$ cat config.mk
export PLATFORM = sky130hd
export DESIGN_NAME = pipe_stage_reg
export DESIGN_NICKNAME = d
export VERILOG_FILES = /design/src/rtl/pipe_stage_reg.sv
export SDC_FILE = /design/constraint.sdc
export NUM_CORES = 1
export LEC_CHECK = 0
export ABC_AREA = 1
export BUFFER_PORTS_ARGS = -buffer_cell sky130_fd_sc_hd__clkbuf_2
export CORE_MARGIN = 2
export CORE_UTILIZATION = 30
export CTS_CLUSTER_SIZE = 12
export DETAILED_ROUTE_END_ITERATION = 10
export GPL_ROUTABILITY_DRIVEN = 0
export SYNTH_ARGS = -nofsm -noshare
export SYNTH_HDL_FRONTEND = slang
export SYNTH_SLANG_ARGS = --single-unit
$ cat constraint.sdc
create_clock -name clk -period 1.81 [get_ports clk]
set_clock_uncertainty 0.05 [all_clocks]
set_input_delay 0.362 -clock clk [delete_from_list [all_inputs] [get_ports clk]]
set_output_delay 0.362 -clock clk [all_outputs]
set_load 0.02 [all_outputs]
$ cat src/rtl/pipe_stage_reg.sv
// pipe_stage_reg: elastic valid/ready pipeline register with 2-entry skid buffer and masked flush
// Ports: clk, i_rst (sync, active-high), i_en (freeze when low), i_flush (kill entries),
//        i_valid/o_ready/i_fields (upstream), o_valid/i_ready/o_fields (downstream), o_count (0..2)
module pipe_stage_reg #(
  parameter int DATA_WIDTH = 32,
  parameter int NUM_FIELDS = 5,
  parameter logic [NUM_FIELDS-1:0] FLUSH_MASK = 1
) (
  input  logic                             clk,
  input  logic                             i_rst,
  input  logic                             i_en,
  input  logic                             i_flush,
  input  logic                             i_valid,
  output logic                             o_ready,
  input  logic [NUM_FIELDS*DATA_WIDTH-1:0] i_fields,
  output logic                             o_valid,
  input  logic                             i_ready,
  output logic [NUM_FIELDS*DATA_WIDTH-1:0] o_fields,
  output logic [1:0]                       o_count
);
  localparam int W = NUM_FIELDS * DATA_WIDTH;
  typedef enum logic [1:0] {EMPTY = 2'd0, FULL = 2'd1, SKID = 2'd2} state_t;
  state_t state;
  logic rdy_q, in_fire, out_fire;
  logic [W-1:0] main_q, skid_q, keep;
  // keep has ones in every field that survives a flush
  for (genvar k = 0; k < NUM_FIELDS; k++) begin : g_keep
    assign keep[k*DATA_WIDTH +: DATA_WIDTH] = {DATA_WIDTH{~FLUSH_MASK[k]}};
  end
  assign o_ready  = rdy_q & i_en;
  assign o_valid  = (state != EMPTY) & i_en;
  assign in_fire  = i_valid & o_ready;
  assign out_fire = o_valid & i_ready;
  assign o_fields = main_q;
  assign o_count  = state;
  // handshakes are already gated by i_en, so a low i_en leaves every branch idle
  always_ff @(posedge clk) begin
    if (i_rst) begin
      state  <= EMPTY;
      main_q <= '0;
      skid_q <= '0;
      rdy_q  <= 1'b0;
    end else if (i_flush) begin
      state  <= EMPTY;
      main_q <= main_q & keep;
      skid_q <= skid_q & keep;
      rdy_q  <= 1'b1;
    end else begin
      rdy_q <= 1'b1;
      case (state)
        EMPTY: if (in_fire) begin
          main_q <= i_fields;
          state  <= FULL;
        end
        FULL: if (in_fire && out_fire) main_q <= i_fields;
          else if (in_fire) begin
            skid_q <= i_fields;
            state  <= SKID;
            rdy_q  <= 1'b0;
          end else if (out_fire) state <= EMPTY;
        SKID: if (out_fire) begin
          main_q <= skid_q;
          state  <= FULL;
        end else rdy_q <= 1'b0;
        default: state <= EMPTY;
      endcase
    end
  end
endmodule

* Word-level counts from Yosys, hierarchy flattened
Index checks and enable logic that the tools add are counted.
** Storage, ports and cells
- Output and inout port bits :: 164
- Input bits :: 166
- Flip-flop bits (word level) :: 323
- Word-level logic and storage cells :: 44
** Operators by class
- Reductions and logical operators :: 10
- Multiplexer cells :: 15
- Equal/unequal tests :: 7
- Bitwise logic cells :: 6
** Operators with widths (count)
- $mux W160 :: 3
- $pmux W160 S3 :: 1
- $reduce_and A4 Y1 :: 3
- $mux W2 :: 5
- $ne A2 B2 Y1 const B :: 4
- $pmux W2 S3 :: 1
- $reduce_and A5 Y1 :: 1
- $and A1 B1 Y1 :: 4
- $mux W1 :: 4
- $ne A3 B3 Y1 const B :: 1
- $reduce_and A3 Y1 :: 1
- $reduce_bool A3 Y1 :: 1
- $eq A2 B1 Y1 const B :: 1
- $eq A2 B2 Y1 const B :: 1
- $logic_not A2 Y1 :: 1
- $not A1 Y1 :: 2
- $pmux W1 S2 :: 1
- $reduce_bool A2 Y1 :: 1
- $reduce_or A2 Y1 :: 1
- $logic_and A1 B1 Y1 :: 1

* Logic depth before layout (Yosys ltp)
- Depth in word-level cells :: 7
- Depth in mapped cells :: 11
- Gate-level depth less buffers :: 10

* Worst setup path after synthesis
Ideal clock, no wire load.
- Path type :: reg-to-reg
- From :: reg state[0], in the netlist o_count[0]
- To :: reg main_q[109], in the netlist o_fields[109]
- Required time :: 1.647 ns
- Setup time :: 0.113 ns
- Arrival :: 1.926 ns
- Slack :: -0.279 ns
- Path buffers :: 2
- Clock period less this slack :: 2.089 ns
- Stages on the path, launching flop included :: 11
- Cell sequence :: dfxtp_1 -> inv_1 -> ha_1 -> inv_1 -> nand3_1 -> o21ai_2 -> nand4_2 -> buf_2 -> buf_1 -> nor2_1 -> nor2_1
** On the way
- Cells in the longest elaborated chain, start to end :: 6
- Elaborated cells on any way between the ends :: 13
- Classes of those cells :: eq/ne (5); mux (1); bitwise (2); reduce/logical (5)
** Ends and longest elaborated chain
- from (decl) :: line 23 : state_t state;
- from (signal assigned) :: line 39 : state <= EMPTY;
- from (signal assigned) :: line 44 : state <= EMPTY;
- from (signal assigned) :: line 53 : state <= FULL;
- $reduce_bool A2 Y1 :: line 31 : assign o_valid = (state != EMPTY) & i_en;
- $and A1 B1 Y1 :: line 31
- $and A1 B1 Y1 :: line 33 : assign out_fire = o_valid & i_ready;
- $logic_and A1 B1 Y1 :: line 55 : FULL: if (in_fire && out_fire) main_q <= i_fields;
- $ne A2 B2 Y1 (no source line)
- $reduce_and A5 Y1 (no source line)
- to (signal assigned) :: line 52 : main_q <= i_fields;
- to (signal assigned) :: line 55
- to (signal assigned) :: line 62 : main_q <= skid_q;
- to (decl) :: line 25 : logic [W-1:0] main_q, skid_q, keep;
Several ways; a longest one is shown, not always the timed one.
A chain may end at the register's enable or synchronous reset.

* Final worst setup path
Ends and elaborated chain as after synthesis.

==> results.md <==
- Status: finished with violations
- Failing checks: negative setup slack
- Post-synthesis cell type count: 17
- Share of the synthesized area in the top cell type: 46.8%
- Wire per inst: between 10 and 15 um
- Post-Layout Cell Count: ~3200
- DRC Markers: 0
- Avg Cell Area, Syn: 6.73 um^2
- Area leader, netlist: dfxtp_1
- Largest net degree at the start of global routing: 117
- TritonCTS clock tree: built
- Peak supply drop: just over 0.6 mV
- Initial antenna violation count: 2
- Final setup viols: 25
- Routed WL: 44500 um
- Max_slew headroom: 72.0%
- Worst Setup Slack, final: -0.0310 ns
- Drt first-iter violations: 641
- CTS sink count: 323
- Crit path buf inv count: 5
- H-Tree Depth: 2
- Synth area leaders: dfxtp_1 (47%), nand2_1 (13%), o21ai_0 (12%), inv_1 (8.0%), nor2_1 (7.1%)
- Nets@finish: 2701
- Root buffer cell: clkbuf_16
- Fraction of layout cells with a size suffix above 1: between 20% and 30%
- Post-route ant nets: 0
- Synth warn: 0
- I/O Buffers: 329
- Bufs on Longest Clock Path: 3
- Die width: 219 um
- Row cnt: 78
- Setup crit end kind: register
- Startpoint Class: register
- Compound-Gate Fraction of Synth Area: 18.7%
- Via count: 14300
- Most frequent cell after synthesis: nand2_1
- Unrepaired setup endpoints after global routing: yes
- Clock period minus worst slack: around 1.8 ns
- First-pass GRT wire length: 64100 um
- CP max FO: 6
- Worst-skew pair later-pin latency: 0.53 ns
- CTS clk-pin slew, worst paths: 0.06 ns
- Arr. time, crit path: 2.22 ns
- Fraction of registers with async set/reset: 0%
- Area growth syn-to-layout: 48.9%
- Maxcap violations: 0
- Worst path cell trace: inv_4, ha_4, inv_2, nand3_4, o21ai_4, nand4_4, buf_4, clkbuf_16, buf_4, nor2_1, nor2_1
- Num CTS Buffers: 38
- Syn_nets: 2223
- Vias per std cell: 4.52
- Die ar.: 47800 um^2
- Router iterations before antenna repair: 5
- Worst path max stage delay: 0.37 ns
- Static Leak: approximately 10 nW
- Post-synth EDFFs: 0
- Required time worst endpoint: around 2.2 ns
- Slowest cell on crit path: dfxtp_4
- Tcrit/Tclk final: 102%
- Slew of the pin with the lowest slew margin: 0.420 ns
- Post-Synth XOR/XNOR Area: 0%
- Pre-CTS setup slack: -0.181 ns
- Top delay family on crit path: buffers and inverters
- Achievable Freq: between 500 and 600 MHz
- Core Region: 45400 um^2
- Die H: 219 um
- Top Ports: 330
- Initial core utilization: 30.4%
- Detailed placement HPWL: roughly 26000 um
- Finished Core Util: 45.3%
- Class of the worst hold path: in -> reg
- Adder-cell share of the synthesized area: 0.453%
- Placed insts: 2906
- Final Hold Viols: 0
- Synth Cell Area: 13800 um^2
- Cells after synthesis: a little over 2000
- Mux contribution to synthesized area: 0%
- Number of global-route vias before repair: between 10000 and 15000
- Largest family of logic cells by synthesized area: simple AND/OR/NAND/NOR gates
- Fillers: 4456
- Seq/Total Area, Yosys: 46.8%
- Pins over their slew limit: 0
- Gr usage total: 16.3%
- Synth Flop Type: dfxtp_1
- Commonest cells in the netlist: nand2_1 (464), dfxtp_1 (323), o21ai_0 (318)
- PD cells: 824 nW/um^2
- #FFs+latches synth: 323
- GRT overflow: 0
- Synth Area in Simple Gates: 21.5%
- Kind of critical path: reg -> reg
==> registers in the layout, indices dropped and copies added, names as in the netlist <==
register,count
skid_q,160
rdy_q,1
o_count,2
o_fields,160
==> layout make-up <==
cell class,count,area [um^2],area share [%]
inverters,300,1140,5.52
clock buffers,55,1110,5.38
multi-input cells,1285,5980,29.1
flip-flops and latches,323,6470,31.5
diodes,2,5.00,0.0243
repair buffers,582,4990,24.3
clock inverters,9,131,0.639
well taps,600,751,3.65
==> layout by cell type, fill, tap and decap left out, types with 29 or more instances in the layout <==
cell,Yosys,layout
o21ai_0,318,243
clkbuf_16,0,62
inv_1,296,292
dlygate4sd3_1,0,127
nor2_1,262,234
a21oi_1,194,168
buf_4,0,38
nand2_1,464,463
clkbuf_2,0,328
o21ai_1,0,54
nand4_1,32,32
buf_12,0,29
dfxtp_1,323,321
==> through the flow <==
stage               hold WS (ns)  power (mW)  setup TNS, ns  instance area (um^2)
finish                    0.0401        17.0         -0.265                 20600
global route              0.0106        17.7         -11.27                 20600
CTS                    0.0000135        17.1         -0.507                 19300
detailed placement         0.405        9.11         -11.98                 16600
global placement           0.402        9.09          -2.43                 16600
floorplan                  0.384        8.46              0                 13900
==> worst register-to-register path, stage by stage (launching register included) <==
cell and delay, ns:
dfxtp_4 0.37, inv_4 0.04, ha_4 0.15, inv_2 0.06, nand3_4 0.11, o21ai_4 0.20
nand4_4 0.10, buf_4 0.17, clkbuf_16 0.16, buf_4 0.16, nor2_1 0.10, nor2_1 0.06
==> repair_timing <==
item,4_1_cts,5_1_grt
endpoints found under the hold margin,127,0
setup endpoints to repair,177,270
gates resized for setup,22,200
setup buffers,5,23
hold buffers,127,0
pin swaps,4,20
gates cloned,3,27
==> power breakdown <==
part	leakage, nW	internal (mW)	switching [mW]	total, mW
combinational	6.63	0.808	1.09	1.90
sequential	2.62	7.30	0.107	7.40
clock	0.609	4.66	3.00	7.66
==> routing by layer <==
| metal | track usage, % | vias to the layer above | wire, um |
|---|---|---|---|
| met5 | 0 | - | 0 |
| met4 | 5.58 | 0 | 1020 |
| met3 | 3.37 | 67 | 2230 |
| met2 | 27.5 | 332 | 21000 |
| met1 | 20.7 | 6516 | 20200 |
| li1 | - | 7346 | - |
==> cells by family after synthesis <==
logic type	count (synthesis)
and+or+nand+nor	766
AOI/OAI and AO/OA	514
buffers and inverters	444
DFF	323
adders and majority gates	5
==> final timing paths <==
path                                 start                          to  slack [ns]  cells after the start
setup / recovery   o_count[0]$_SDFFE_PP0P_  o_fields[109]$_SDFFE_PP0P_       -0.03                     11
hold / removal                i_fields[78]     skid_q[78]$_SDFFE_PP0P_        0.04                      3
setup reg to reg   o_count[0]$_SDFFE_PP0P_  o_fields[109]$_SDFFE_PP0P_       -0.03                     11
hold reg to reg   o_fields[4]$_SDFFE_PP0P_    o_fields[4]$_SDFFE_PP0P_        0.41                      2
Note: power is estimated with default switching activity, not from simulation.
